$ cat src/rtl/loader_pkg.sv
// Shared constants and state encodings for the serial instruction-memory loader.
package loader_pkg;

  localparam logic [7:0] HDR_BYTE = 8'hA5;

  typedef enum logic [1:0] {
    IDLE  = 2'd0,
    COUNT = 2'd1,
    DATA  = 2'd2,
    CHECK = 2'd3
  } ld_state_e;

  typedef enum logic [1:0] {
    RX_IDLE  = 2'd0,
    RX_START = 2'd1,
    RX_DATA  = 2'd2,
    RX_STOP  = 2'd3
  } rx_state_e;

endpackage

$ cat src/rtl/uart_rx_byte.sv
// 8N1 UART byte receiver: 2-FF synchronizer, bit-centre sampling, one-cycle
// byte_valid / frame_bad pulses.
module uart_rx_byte
  import loader_pkg::*;
#(
  parameter int unsigned CLKS_PER_BIT = 868
) (
  input  logic       clk,
  input  logic       nRST,
  input  logic       rx,
  output logic       byte_valid,
  output logic [7:0] rx_byte,
  output logic       frame_bad
);

  localparam int unsigned CW = $clog2(CLKS_PER_BIT);
  localparam logic [CW-1:0] BIT_END  = CW'(CLKS_PER_BIT - 1);
  localparam logic [CW-1:0] HALF_END = CW'(CLKS_PER_BIT / 2 - 1);

  logic          rx_meta_q, rx_sync_q, rx_prev_q;
  logic          fall_c;
  rx_state_e     state_q, state_d;
  logic [CW-1:0] cnt_q, cnt_d;
  logic [2:0]    bit_q, bit_d;
  logic [7:0]    shift_q, shift_d;
  logic          valid_q, valid_d;
  logic          bad_q, bad_d;

  // Synchronize the asynchronous line; idle level is high.
  always_ff @(posedge clk or negedge nRST) begin
    if (!nRST) begin
      rx_meta_q <= 1'b1;
      rx_sync_q <= 1'b1;
      rx_prev_q <= 1'b1;
    end else begin
      rx_meta_q <= rx;
      rx_sync_q <= rx_meta_q;
      rx_prev_q <= rx_sync_q;
    end
  end

  // Only a true high-to-low transition starts a frame, so a held-low line
  // after a broken stop bit does not retrigger.
  assign fall_c = rx_prev_q & ~rx_sync_q;

  // Receiver state and datapath registers.
  always_ff @(posedge clk or negedge nRST) begin
    if (!nRST) begin
      state_q <= RX_IDLE;
      cnt_q   <= '0;
      bit_q   <= '0;
      shift_q <= '0;
      valid_q <= 1'b0;
      bad_q   <= 1'b0;
    end else begin
      state_q <= state_d;
      cnt_q   <= cnt_d;
      bit_q   <= bit_d;
      shift_q <= shift_d;
      valid_q <= valid_d;
      bad_q   <= bad_d;
    end
  end

  // Next-state: half-bit start check, then full-bit sampling of data and stop.
  always_comb begin
    state_d = state_q;
    cnt_d   = cnt_q + CW'(1);
    bit_d   = bit_q;
    shift_d = shift_q;
    valid_d = 1'b0;
    bad_d   = 1'b0;
    case (state_q)
      RX_IDLE: begin
        cnt_d = '0;
        if (fall_c) state_d = RX_START;
      end
      RX_START: begin
        if (cnt_q == HALF_END) begin
          cnt_d   = '0;
          bit_d   = '0;
          state_d = rx_sync_q ? RX_IDLE : RX_DATA;
        end
      end
      RX_DATA: begin
        if (cnt_q == BIT_END) begin
          cnt_d   = '0;
          shift_d = {rx_sync_q, shift_q[7:1]};
          bit_d   = bit_q + 3'd1;
          if (bit_q == 3'd7) state_d = RX_STOP;
        end
      end
      RX_STOP: begin
        if (cnt_q == BIT_END) begin
          cnt_d   = '0;
          state_d = RX_IDLE;
          if (rx_sync_q) valid_d = 1'b1;
          else           bad_d   = 1'b1;
        end
      end
      default: state_d = RX_IDLE;
    endcase
  end

  assign byte_valid = valid_q;
  assign frame_bad  = bad_q;
  assign rx_byte    = shift_q;

endmodule

$ cat src/rtl/imem_loader.sv
// Serial program loader: parses A5 / count / big-endian words [/ checksum]
// from the UART and writes instruction memory, holding the CPU meanwhile.
// Optional trailing XOR checksum enabled by IMEM_LOADER_CHECKSUM_EN.
module imem_loader
  import loader_pkg::*;
#(
  parameter int unsigned CLKS_PER_BIT = 868,
  parameter int unsigned MAX_WORDS    = 64,
  parameter logic [31:0] BASE_ADDR    = 32'h0000_0000
) (
  input  logic        clk,
  input  logic        nRST,
  input  logic        rx,
  output logic        wr_en,
  output logic [31:0] wr_addr,
  output logic [31:0] wr_data,
  output logic        cpu_hold,
  output logic        busy,
  output logic        done,
  output logic        load_err
);

  logic       rx_valid;
  logic [7:0] rx_data;
  logic       rx_bad;

  uart_rx_byte #(
    .CLKS_PER_BIT(CLKS_PER_BIT)
  ) u_rx (
    .clk       (clk),
    .nRST      (nRST),
    .rx        (rx),
    .byte_valid(rx_valid),
    .rx_byte   (rx_data),
    .frame_bad (rx_bad)
  );

  ld_state_e   state_q, state_d;
  logic [7:0]  n_q, n_d;
  logic [7:0]  idx_q, idx_d;
  logic [1:0]  bcnt_q, bcnt_d;
  logic [23:0] asm_q, asm_d;
  logic        wr_en_q, wr_en_d;
  logic [31:0] wr_addr_q, wr_addr_d;
  logic [31:0] wr_data_q, wr_data_d;
  logic        hold_q, hold_d;
  logic        busy_q, busy_d;
  logic        done_q, done_d;
  logic        err_q, err_d;
  logic        abort_c;
`ifdef IMEM_LOADER_CHECKSUM_EN
  logic [7:0]  csum_q, csum_d;
`endif

  // Loader state, assembly and output registers.
  always_ff @(posedge clk or negedge nRST) begin
    if (!nRST) begin
      state_q   <= IDLE;
      n_q       <= '0;
      idx_q     <= '0;
      bcnt_q    <= '0;
      asm_q     <= '0;
      wr_en_q   <= 1'b0;
      wr_addr_q <= BASE_ADDR;
      wr_data_q <= '0;
      hold_q    <= 1'b0;
      busy_q    <= 1'b0;
      done_q    <= 1'b0;
      err_q     <= 1'b0;
`ifdef IMEM_LOADER_CHECKSUM_EN
      csum_q    <= '0;
`endif
    end else begin
      state_q   <= state_d;
      n_q       <= n_d;
      idx_q     <= idx_d;
      bcnt_q    <= bcnt_d;
      asm_q     <= asm_d;
      wr_en_q   <= wr_en_d;
      wr_addr_q <= wr_addr_d;
      wr_data_q <= wr_data_d;
      hold_q    <= hold_d;
      busy_q    <= busy_d;
      done_q    <= done_d;
      err_q     <= err_d;
`ifdef IMEM_LOADER_CHECKSUM_EN
      csum_q    <= csum_d;
`endif
    end
  end

  // Next-state and output decode; aborts leave cpu_hold asserted.
  always_comb begin
    state_d   = state_q;
    n_d       = n_q;
    idx_d     = idx_q;
    bcnt_d    = bcnt_q;
    asm_d     = asm_q;
    wr_en_d   = 1'b0;
    wr_addr_d = wr_addr_q;
    wr_data_d = wr_data_q;
    hold_d    = hold_q;
    busy_d    = busy_q;
    done_d    = done_q;
    err_d     = err_q;
    abort_c   = rx_bad && (state_q != IDLE);
`ifdef IMEM_LOADER_CHECKSUM_EN
    csum_d    = csum_q;
`endif
    case (state_q)
      IDLE: begin
        if (rx_valid && rx_data == HDR_BYTE) begin
          hold_d  = 1'b1;
          busy_d  = 1'b1;
          done_d  = 1'b0;
          err_d   = 1'b0;
          idx_d   = '0;
          bcnt_d  = '0;
`ifdef IMEM_LOADER_CHECKSUM_EN
          csum_d  = '0;
`endif
          state_d = COUNT;
        end
      end
      COUNT: begin
        if (rx_valid) begin
          if (rx_data != 8'd0 && 32'(rx_data) <= MAX_WORDS) begin
            n_d     = rx_data;
            state_d = DATA;
          end else begin
            abort_c = 1'b1;
          end
        end
      end
      DATA: begin
        if (idx_q == n_q) begin
`ifdef IMEM_LOADER_CHECKSUM_EN
          state_d = CHECK;
`else
          done_d  = 1'b1;
          busy_d  = 1'b0;
          hold_d  = 1'b0;
          state_d = IDLE;
`endif
        end else if (rx_valid) begin
`ifdef IMEM_LOADER_CHECKSUM_EN
          csum_d = csum_q ^ rx_data;
`endif
          bcnt_d = bcnt_q + 2'd1;
          if (bcnt_q == 2'd3) begin
            wr_en_d   = 1'b1;
            wr_data_d = {asm_q, rx_data};
            wr_addr_d = BASE_ADDR + (32'(idx_q) << 2);
            idx_d     = idx_q + 8'd1;
          end else begin
            asm_d = {asm_q[15:0], rx_data};
          end
        end
      end
`ifdef IMEM_LOADER_CHECKSUM_EN
      CHECK: begin
        if (rx_valid) begin
          if (rx_data == csum_q) begin
            done_d  = 1'b1;
            busy_d  = 1'b0;
            hold_d  = 1'b0;
            state_d = IDLE;
          end else begin
            abort_c = 1'b1;
          end
        end
      end
`endif
      default: state_d = IDLE;
    endcase
    if (abort_c) begin
      err_d   = 1'b1;
      busy_d  = 1'b0;
      state_d = IDLE;
    end
  end

  assign wr_en    = wr_en_q;
  assign wr_addr  = wr_addr_q;
  assign wr_data  = wr_data_q;
  assign cpu_hold = hold_q;
  assign busy     = busy_q;
  assign done     = done_q;
  assign load_err = err_q;

endmodule
$ cat config.mk
export PLATFORM = sky130hd
export DESIGN_NAME = imem_loader
export DESIGN_NICKNAME = d
export VERILOG_FILES = /design/src/rtl/loader_pkg.sv /design/src/rtl/uart_rx_byte.sv /design/src/rtl/imem_loader.sv
export SDC_FILE = /design/constraint.sdc
export NUM_CORES = 1
export LEC_CHECK = 0
export BUFFER_PORTS_ARGS = -buffer_cell sky130_fd_sc_hd__buf_2
export CAP_MARGIN = 15
export CORE_ASPECT_RATIO = 1.2
export CORE_UTILIZATION = 61
export DETAILED_ROUTE_END_ITERATION = 10
export PLACE_DENSITY = 0.81
export SLEW_MARGIN = 15
export SYNTH_ARGS = -nofsm -noshare
export SYNTH_HDL_FRONTEND = slang
export SYNTH_SLANG_ARGS = --single-unit
$ cat constraint.sdc
create_clock -name clk -period 5.6 [get_ports clk]
set_input_delay 0.56 -clock clk [delete_from_list [all_inputs] [get_ports clk]]
set_output_delay 0.56 -clock clk [all_outputs]
set_load 0.005 [all_outputs]
-- Word-level counts from Yosys, hierarchy flattened
Cells that the tools add are included.
- logic and storage cells: 130
- register bits: 117
- equal/unequal tests: 25
- add/sub/neg operators: 4
- mux-type cells: 50
- bitwise gates (word level): 4
- $lt $le $gt $ge: 1
- reduce and logical (&&, ||, !) cells: 25
- operator list (operator ; count):
    $mux 8 ; 4
    $pmux 10 s3 ; 1
    $mux 2 ; 14
    $mux 1 ; 20
    $mux 10 ; 2
    $pmux 8 s2 ; 1
    $reduce_and 4->1 ; 4
    $ne 2x1->1 const B ; 6
    $reduce_and 3->1 ; 4
    $add 10x1->10 const B ; 1
    $eq 10x10->1 const B ; 1
    $eq 10x9->1 const B ; 1
    $reduce_and 5->1 ; 2
    $reduce_bool 2->1 ; 5
    $ne 3x3->1 const B ; 3
    $add 8x1->8 const B ; 1
    $eq 2x2->1 const B ; 4
    $eq 8x8->1 ; 1
    $eq 8x8->1 const B ; 1
    $le 8x7->1 const B ; 1
    $ne 2x2->1 const B ; 4
    $pmux 2 s4 ; 1
    $reduce_bool 8->1 ; 1
    $mux 3 ; 2
    other kinds (16) ; 24

-- Depth between registers and ports, before layout
Gate-level depths: netlist of run 1.
- depth in word-level cells: 7
- gate-level depth with buffers: 8
- mapped depth without buffers: 7

-- Modules after synthesis
A second synthesis of run 1 with hierarchy kept.
- cell total of the unflattened synthesis: 382
- area, all modules: 5101.1 µm²
- modules (own cells, without submodules) (module ; cells an instance ; area an instance (µm²) ; seq. area each (µm²) ; times used):
    imem_loader ; 279 ; 3839.9 ; 2227.1 ; 1
    uart_rx_byte ; 103 ; 1261.2 ; 704.4 ; 1

-- Worst setup path before layout of run 1
No wires, ideal clock.
- kind: register to register
- start: register idx_q[0]
- end: register asm_q[6]
- period minus slack after synthesis: 2.081 ns
- stages on the path, launching flop included: 8
- library setup time: 0.128 ns
- path slack: 3.519 ns
- data required time: 5.472 ns
- arrival time: 1.953 ns
- cells stage by stage: dfrtp_1 xor2_1 nor4_2 a21oi_1 nor2b_1 buf_2 buf_6 mux2_1
- cells in the longest elaborated chain, start to end: 3
- RTL lines (element ; RTL line ; RTL):
    start: declaration ; imem_loader.sv:40 ; logic [7:0] idx_q, idx_d;
    start signal: assignment ; imem_loader.sv:76 ; idx_q <= idx_d;
    $eq 8x8->1 ; imem_loader.sv:136 ; if (idx_q == n_q) begin
    $not 1->1 (no line) ; -- ;
    $reduce_and 4->1 (no line) ; -- ;
    end signal: assignment ; imem_loader.sv:78 ; asm_q <= asm_d;
    end: declaration ; imem_loader.sv:42 ; logic [23:0] asm_q, asm_d;
Every way passes these cells.
A chain may end at the register's enable or synchronous reset.

-- Worst setup path in the final report of run 1
- start: register idx_q[5]
- end: register wr_data_q[0], in the netlist wr_data[0]
- cells in the longest elaborated chain, start to end: 3
- RTL lines (element ; RTL line ; RTL):
    $eq 8x8->1 ; imem_loader.sv:136 ;
    $not 1->1 (no line) ; -- ;
    $reduce_and 4->1 (no line) ; -- ;
    end signal: assignment ; imem_loader.sv:81 ; wr_data_q <= wr_data_d;
    end: declaration ; imem_loader.sv:45 ; logic [31:0] wr_data_q, wr_data_d;
Every way passes these cells.

==> results.json, run 1 <==
{
  "area_growth_pct": 16.7,
  "syn_area_um2": 5140,
  "postCtsHoldBufs": 0,
  "path_clk_slew_ns": 0.05,
  "first_pass_iters": 5,
  "layout_commonest_cell": "dfrtp_1",
  "outcome": "finished clean",
  "routed_wl_mm": 8.80,
  "grt_max_degree": 65,
  "synthCells": 399,
  "vias": 3095,
  "grt_pass1_vias": 3066,
  "track_usage_pct": 22.6,
  "n_antenna_cell": 0,
  "h-tree-depth": 4,
  "vdd_drop_max_v": 0.000291,
  "synth_compound_area_share_pct": 4.80,
  "yosysWarnings": 0,
  "r2r-end": "wr_data[0]",
  "placed_cell_area_um2": 5380,
  "port_buffers": 47,
  "worstSkewPairLatency_ns": 0.51,
  "numCtsBuffers": 17,
  "clockBufferDepth": 2,
  "hold_class": "in -> async",
  "slew_violations": 0,
  "yosys.area_share.simple_pct": 8.92,
  "initial_core_util_pct": 63.0,
  "layout-drive-gt1-share_pct": 31.8,
  "die-area_um2": 8790,
  "end_kind": "flop",
  "tns_ns": 0,
  "timing.final.crit_share_pct": 48.9,
  "drt_iter0_drc": 105,
  "synthAdderAreaFrac_pct": 2.44,
  "rsz0062_at_grt": "no",
  "ant_nets": 0,
  "period_needed_ns": 2.74,
  "ys_seq_area_share_pct": 57.1,
  "fmax_ghz": 0.366,
  "crit_fanout": 41,
  "skew_ns": 0.00459,
  "pin_count": 72,
  "worst_pin_slew_ns": 0.957,
  "synthDistinctLibCells": 51,
  "ff2ff_setup_slack_ns": 2.86,
  "vias_per_cell": 5.34,
  "power_per_cell_area_nw_per_um2": 358,
  "row_count": 36,
  "setup_viol": 0,
  "worstSetupPathType": "reg -> reg",
  "timing.rr.start": "idx_q[5]",
  "cts.repair.resized": 0,
  "fin_nets": 468,
  "clock-sinks": 117,
  "antenna_found_initial": 0,
  "cp.arrival_ns": 3.13,
  "gr-total-overflow": 0,
  "grt_pass1_wl_mm": 14.8,
  "final_cell_mix": "114 x dfrtp_1, 59 x mux2_2, 46 x buf_2, 24 x conb_1",
  "gp_congestion": 0.846,
  "post_synth_xor_area_fraction_pct": 2.90,
  "die_w_um": 85.8,
  "synth_top_family_by_area": "multiplexers",
  "ys_ff_latch": 117,
  "crit_path_start": "idx_q[5]",
  "max_cap_viol_count": 0,
  "cp-endpoint": "wr_data[0]",
  "clockRootBuffer": "clkbuf_8",
  "synth_edf_count": 0,
  "tritoncts": "done",
  "fin_area_um2": 5990,
  "hpwl_mm": 5.78,
  "syn_avg_cell_area_um2": 12.9,
  "reg2regPathDepth": 5,
  "synth_ff_type": "dfrtp_1",
  "async_reset_ff_share_pct": 100,
  "synthMuxAreaShare_pct": 18.1,
  "hold_viol_final": 0,
  "drc": 0,
  "die_h_um": 103,
  "slew_headroom_pct": 36.0,
  "drt-wirelength-per-cell_um": 15.2,
  "core-area_um2": 8150,
  "start_kind": "flop",
  "required_ns": 6.00,
  "p_leak_uw": 0.00322,
  "cts_post_setup_buffers_inserted": 0
}
Yosys cell counts, drive strengths merged (2+ instances only):
library cell  instances  area [um^2]
nor2b                 3         18.8
nand3                10         50.1
a21o                  3         22.5
nor2                 20         75.1
ha                   10          125
mux2                 79          890
and3                  4         25.0
nand2b                5         31.3
mux2i                 4         40.0
buf                  32          233
xor2                 13          114
nand4b                3         26.3
a21oi                11         55.1
nand2                21         78.8
dfrtp               114         2850
or2                   3         18.8
dfstp                 3         78.8
and2                  2         12.5
nor4                  4         37.5
nand4                 3         18.8
nor3                  3         15.0
xnor2                 4         35.0
a31oi                 3         25.0
clkbuf                2         7.51
inv                  14         52.6
o21ai                 7         35.0
sequential cells by signal (all words and copies together) (netlist names), 2 cells and up, named ones only:
register and count:
asm_q 24, n_q 8, wr_data 32, wr_addr 8, u_rx.bit_q 3, u_rx.rx_byte 8
idx_q 8, bcnt_q 2, u_rx.cnt_q 10, state_q 2
cells by family (layout without fill, tap and decap cells):
logic type | count (synthesis) | count (layout)
buffers and inverters | 48 | 92
XOR/XNOR | 17 | 17
AND/OR/NAND/NOR | 87 | 87
adder cells (fa/ha/maj) | 10 | 10
AO/OA/AOI/OAI | 36 | 36
other | 1 | 24
multiplexers | 83 | 83
flip-flops | 117 | 117
power breakdown:
part           internal [uW]  leakage (uW)  total (uW)  switching, uW
Clock                    752      0.000293        1110            354
Combinational           52.3       0.00130         152            100
Sequential               866       0.00162         884           17.5
Total                   1670       0.00322        2140            472
metrics by stage:
step                power [uW]  util [%]  hold WS (ns)  instances  worst slack (ns)
finish                    2140      73.5         0.127        580              2.86
floorplan                 1020         -         0.264        422              3.52
detailed placement        1050      65.9         0.349        550              2.75
CTS                       2160      73.4         0.126        580              2.72
global placement          1040      65.9         0.349        550              2.88
global route              2230      73.5         0.119        580              2.65
final cells by class:
cell class | instances | area, um^2
sequential | 117 | 2930
clock inverter | 8 | 149
clock buffer | 22 | 463
multi-input combinational | 257 | 2010
inverter | 14 | 52.6
tap | 114 | 143
timing repair buffer | 48 | 245
fill | 560 | 2160
worst min path at each step:
stage                endpoint  slack, ns
2_1_floorplan       async pin       0.26
3_3_place_gp   u_rx.rx_sync_q       0.35
3_5_place_dp   u_rx.rx_sync_q       0.35
4_1_cts           wr_data[15]       0.13
5_1_grt        u_rx.rx_meta_q       0.12
6_report          wr_data[17]       0.13
critical path: stages (launching register included):
cell and delay, ns:
dfrtp_1 0.42, xor2_1 0.20, nor4_2 0.49, a21oi_1 0.29, nand2_2 0.76, mux2_2 0.42
layer usage:
layer | track usage, % | share of wire, % | wire length (um) | up-vias
met5 | 0 | 0 | 0 | -
met4 | 10.4 | 1.9 | 165 | 0
met3 | 8.65 | 4.4 | 386 | 15
met2 | 36.4 | 51 | 4460 | 72
met1 | 27.2 | 43 | 3790 | 1539
li1 | - | - | - | 1469
Power figures use the tool's default switching activity.
==> run 2, diff against run 1 <==
- ABC_AREA: not set -> 1
- CORE_UTILIZATION: 61 -> 52
- PLACE_DENSITY: 0.81 -> 0.73
- clock period: 5.6 -> 2.35 ns (I/O delays scaled with it)
==> run 2 against run 1 <==
Against the previous run: cell count increased by 34%; clock-buffer cell count unchanged; via count up 26%; critical path type unchanged; critical endpoint is now wr_data[28].
==> results.json, run 2 <==
{
  "fmax_ghz": 0.534,
  "routed.top_layer": "met4",
  "first_pass_iters": 5,
  "synth_ff_type": "dfrtp_1",
  "yosysTopAreaCellShare_pct": 53.8,
  "n_antenna_cell": 0,
  "drt_iter0_drc": 204,
  "syn_avg_cell_area_um2": 9.01,
  "h-tree-depth": 4,
  "async_reset_ff_share_pct": 100,
  "slew_violations": 0,
  "yosysMostFrequentCell": "nand2_1",
  "cts_post_setup_buffers_inserted": 0,
  "hold_class": "reg -> reg",
  "cp_slowest_stage_delay_ns": 0.47,
  "skew_ns": 0.00530,
  "worstSkewPairLatency_ns": 0.41,
  "end_kind": "flop",
  "syn_area_um2": 5310,
  "numCtsBuffers": 17,
  "utilization_pct": 62.5,
  "vias_per_cell": 4.99,
  "wl_met3_um": 412,
  "internal-power_uw": 4110,
  "timing.final.crit_share_pct": 79.7,
  "core-area_um2": 9960,
  "tritoncts": "done",
  "tns_ns": 0,
  "seq_power_share_pct": 40.0,
  "ant_nets": 0,
  "gr-total-overflow": 0,
  "die_w_um": 94.2,
  "track_usage_pct": 21.7,
  "layout_commonest_cell": "nand2_1",
  "clockRootBuffer": "clkbuf_16",
  "max_cap_viol_count": 0,
  "vias": 3890,
  "synthDistinctLibCells": 30,
  "yosysWarnings": 0,
  "grt_pass1_wl_mm": 17.6,
  "finalPower_uw": 5240,
  "switchingPower_uw": 1130,
  "p_leak_uw": 0.00308,
  "initial_core_util_pct": 53.3,
  "synth_top_area_cell": "dfrtp_1",
  "port_buffers": 47,
  "grt_pass1_vias": 3831,
  "routed-wl-met2_mm": 5.13,
  "slew_headroom_pct": 61.9,
  "antenna_found_initial": 0,
  "clockPowerShare_pct": 53.6,
  "largest_reg_flops": 32,
  "cpMaxStageDelayCell": "dfrtp_1",
  "crit_path_frequent_cell": "nand2_1",
  "clockBufferDepth": 2,
  "synthCells": 589,
  "drt-met1-wl_mm": 4.42,
  "synth_edf_count": 0,
  "grt_max_degree": 67,
  "cp_cell_sequence": "xnor2_1, nand2_1, nor2_2, nand2_2, nand3_2, buf_12, nand2_1, o21ai_0",
  "fin_nets": 655,
  "worst_pin_slew_ns": 0.572,
  "ys_seq_area_share_pct": 55.2,
  "switching_share_pct": 21.6,
  "path_clk_slew_ns": 0.05,
  "outcome": "finished clean",
  "setup_viol": 0,
  "drt-wirelength-per-cell_um": 13.0,
  "drc": 0,
  "final_cell_mix": "161 x nand2_1, 114 x dfrtp_1, 61 x inv_1, 46 x buf_2, 43 x o21ai_0",
  "die-area_um2": 10600,
  "row_count": 40,
  "ys_ff_latch": 117,
  "routed_wl_mm": 10.2,
  "synthTopCellsByArea": "dfrtp_1 54%, nand2_1 11%, inv_1 4.3%, o21ai_0 4.1%, buf_4 3.7%",
  "hold_viol_final": 0,
  "die_h_um": 113,
  "gp_congestion": 0.869,
  "crit_family": "simple AND/OR/NAND/NOR gates",
  "pwr-share-comb_pct": 6.4,
  "worst_hold_slack_ns": 0.354,
  "layout-drive-gt1-share_pct": 19.1,
  "period_needed_ns": 1.87,
  "rsz0062_at_grt": "no",
  "clock-sinks": 117,
  "hpwl_mm": 6.80,
  "vdd_drop_max_v": 0.000622,
  "cp.arrival_ns": 2.20,
  "crit_fanout": 66,
  "path_buf_inv": 1,
  "area_growth_pct": 17.4,
  "required_ns": 2.67,
  "pin_count": 72,
  "start_kind": "flop",
  "power_per_cell_area_nw_per_um2": 842,
  "worstSetupPathType": "reg -> reg",
  "synth_commonest_cells": "161 x nand2_1, 114 x dfrtp_1, 61 x inv_1, 43 x o21ai_0, 37 x o21ai_1"
}
## run 2: through the flow
step,instance area [um^2],setup slack (ns),instances
after floorplan,5390,0.752,612
after global placement,5560,0.515,747
after detailed placement,5560,0.495,747
after CTS,6230,0.456,780
after global routing,6230,0.250,780
final,6230,0.478,780
## run 2: cell families after synthesis
group	synth area share, %
AOI/OAI and AO/OA	10.6
xor gates and xnor gates	1.32
adders and majority gates	2.36
buffers and inverters	10.4
DFF	55.2
other	0.0707
and+or+nand+nor	20.1
## run 2: area by class of cell
cell class	count	area [um^2]
Clock inverter	9	174
Fill cell	831	3730
Clock buffer	22	474
Multi-Input combinational cell	386	1910
Sequential cell	117	2930
Tap cell	126	158
Inverter	66	248
Timing Repair Buffer	54	333
## run 2: metal layers
| metal | track usage [%] | vias to the layer above |
|---|---|---|
| met4 | 11.4 | 0 |
| met1 | 27.3 | 1859 |
| met3 | 5.96 | 16 |
| met2 | 33.9 | 84 |
| li1 | - | 1931 |
| met5 | 0 | - |
## run 2: timing repair
| action | CTS | global route |
|---|---|---|
| hold endpoints to repair | 42 | 0 |
| resized for setup | 0 | 0 |
| hold buffers | 2 | 0 |
## run 2: power groups by stage
stage | logic (uW) | clock network, uW | registers [uW]
floorplan | 250 | 0 | 2120
global placement | 308 | 0 | 2130
detailed placement | 330 | 0 | 2130
CTS | 336 | 2850 | 2100
global route | 405 | 2950 | 2100
finish | 336 | 2810 | 2100
## run 2: final timing paths
path	from	end	slack, ns	cells past startpoint
max	idx_q[3]	wr_data[28]	0.48	8
min reg2reg	u_rx.rx_meta_q	u_rx.rx_sync_q	0.35	0
min in group asynchronous	nRST	wr_data[26]	0.37	2
min	u_rx.rx_meta_q	u_rx.rx_sync_q	0.35	0
max in group asynchronous	nRST	u_rx.rx_prev_q	1.27	3
max reg2reg	idx_q[3]	wr_data[28]	0.48	8
==> run 3, diff against run 2 <==
- ABC_AREA: 1 -> 0
- CORE_UTILIZATION: 52 -> 51
- PLACE_DENSITY: 0.73 -> 0.72
- clock period: 2.35 -> 1.63 ns (I/O delays scaled with it)
==> run 3 against run 2 <==
Against the previous run: the run now ends with setup timing left; combinational power grew to 3.7 times the previous value; clock power rose by 25%; cell area up 10%; clock skew is 0.0014 ns higher; cell count down 15%; clock-buffer cell count shrank 2; register-to-register slack lost 0.79 ns; largest cell class unchanged; largest power group unchanged; non-clock buffer count is 65 higher; setup slack got worse by 0.79 ns.
==> results.json, run 3 (synthesis gave the netlist of run 1 again) <==
{
  "outcome": "finished with violations",
  "violations": "setup timing",
  "worstSetupPathType": "reg -> reg",
  "grt_pass1_vias": 3472,
  "cp.arrival_ns": 2.22,
  "end_kind": "flop",
  "grt_pass1_wl_mm": 16.8,
  "row_count": 39,
  "hpwl_mm": 6.88,
  "worst_hold_slack_ns": 0.332,
  "clockBufferDepth": 2,
  "track_usage_pct": 21.3,
  "crit_path_start": "idx_q[5]",
  "skew_ns": 0.00667,
  "port_buffers": 47,
  "layout_commonest_cell": "dfrtp_1",
  "gr-total-overflow": 0,
  "timing.rr.start": "idx_q[5]",
  "cpMaxStageDelayCell": "dfrtp_1",
  "layout-drive-gt1-share_pct": 48.8,
  "die-area_um2": 10500,
  "pin_count": 72,
  "required_ns": 1.91,
  "n_antenna_cell": 0,
  "hold_class": "in -> async",
  "gp_congestion": 0.839,
  "first_pass_iters": 4,
  "timing.final.crit_share_pct": 119,
  "initial_core_util_pct": 53.2,
  "area_growth_pct": 33.9,
  "setup_viol": 110,
  "drt-wirelength-per-cell_um": 16.0,
  "p_leak_uw": 0.00368,
  "hold_viol_final": 0,
  "drt_iter0_drc": 167,
  "vias_per_cell": 5.10,
  "placed_cell_area_um2": 6010,
  "clockRootBuffer": "clkbuf_16",
  "path_buf_inv": 1,
  "clock-sinks": 117,
  "die_w_um": 93.6,
  "layout_setup_ws_ns": -0.314,
  "crit_family": "simple AND/OR/NAND/NOR gates",
  "finalPower_uw": 7780,
  "h-tree-depth": 4,
  "slew_violations": 0,
  "cp_slowest_stage_delay_ns": 0.39,
  "numCtsBuffers": 17,
  "antenna_found_initial": 0,
  "rsz0062_at_grt": "yes",
  "fin_area_um2": 6880,
  "start_kind": "flop",
  "reg2regPathDepth": 6,
  "die_h_um": 112,
  "period_needed_ns": 1.94,
  "vias": 3377,
  "worstSkewPairLatency_ns": 0.40,
  "utilization_pct": 71.2,
  "vdd_drop_max_v": 0.000949,
  "ff2ff_setup_slack_ns": -0.31,
  "drc": 0,
  "r2r-end": "asm_q[10]",
  "core-area_um2": 9660,
  "ant_nets": 0,
  "max_cap_viol_count": 0,
  "routed_wl_mm": 10.6,
  "final_cell_mix": "114 x dfrtp_1, 62 x buf_4, 59 x mux2_2, 46 x buf_2, 24 x conb_1",
  "path_clk_slew_ns": 0.05,
  "tritoncts": "done",
  "fin_nets": 539,
  "largest_reg_flops": 32,
  "power_per_cell_area_nw_per_um2": 1130,
  "pre_cts_ws_ns": -0.361,
  "grt_max_degree": 87,
  "cp_cell_sequence": "xor2_1, nor4_4, a21oi_2, nor2b_2, buf_12, mux2_1",
  "crit_fanout": 24,
  "fmax_ghz": 0.514
}
## run 3: cell count changes in the layout (fill, tap and decap cells not counted), moves of 13 or more
cell / before / now
o21ai_1: 37 / 1
nor2_1: 22 / 9
inv_1: 61 / 14
o21ai_0: 43 / 3
mux2_2: 0 / 59
mux2_1: 0 / 20
nand3_1: 22 / 9
buf_4: 3 / 62
o21ai_2: 16 / 2
nand2_1: 161 / 16
## run 3: report_power, final
| part | leakage, uW | switching [uW] | internal (uW) | total [uW] |
|---|---|---|---|---|
| logic | 0.00179 | 655 | 587 | 1240 |
| clock network | 0.000270 | 1270 | 2240 | 3520 |
| registers | 0.00162 | 44.5 | 2980 | 3020 |
## run 3: worst max-delay path by stage
stage / slack [ns] / cells past startpoint / endpoint
final: -0.31 / 6 / asm_q[10]
after floorplan: -0.34 / 7 / asm_q[6]
after global placement: -0.29 / 5 / n_q[4]
after CTS: -0.28 / 6 / wr_data[12]
after global routing: -0.41 / 6 / asm_q[6]
after detailed placement: -0.36 / 5 / n_q[5]
## run 3: timing repair
action,CTS,global route
pin swaps,14,11
hold endpoints to repair,115,0
buffers inserted,5,5
hold buffers,2,0
endpoints found under the setup margin,108,113
gates resized for setup,22,31
cloned,0,1
## run 3: layout make-up
| type | count | area, um^2 |
|---|---|---|
| Clock buffer | 20 | 437 |
| Clock inverter | 12 | 133 |
| Fill cell | 676 | 2780 |
| Inverter | 14 | 52.6 |
| Multi-Input combinational cell | 257 | 2300 |
| Sequential cell | 117 | 2930 |
| Tap cell | 123 | 154 |
| Timing Repair Buffer | 119 | 875 |
## run 3: per-layer routing
layer	up-vias	global-route usage (%)	wire length [um]
met2	57	37.0	5690
met1	1698	25.1	4390
met3	19	4.99	276
met4	0	8.82	200
met5	-	0	0
li1	1603	-	-
## run 3: per-stage QoR
step	setup TNS, ns	cells
global route	-34.06	662
CTS	-24.14	659
detailed placement	-24.79	621
finish	-25.72	662
global placement	-21.84	621
floorplan	-23.50	422
## run 3: worst register-to-register path, cell delays in order (launching register included)
cell and delay (ns):
dfrtp_1 0.39, xor2_1 0.20, nor4_4 0.38, a21oi_2 0.14, nor2b_2 0.19, buf_12 0.18, mux2_1 0.34
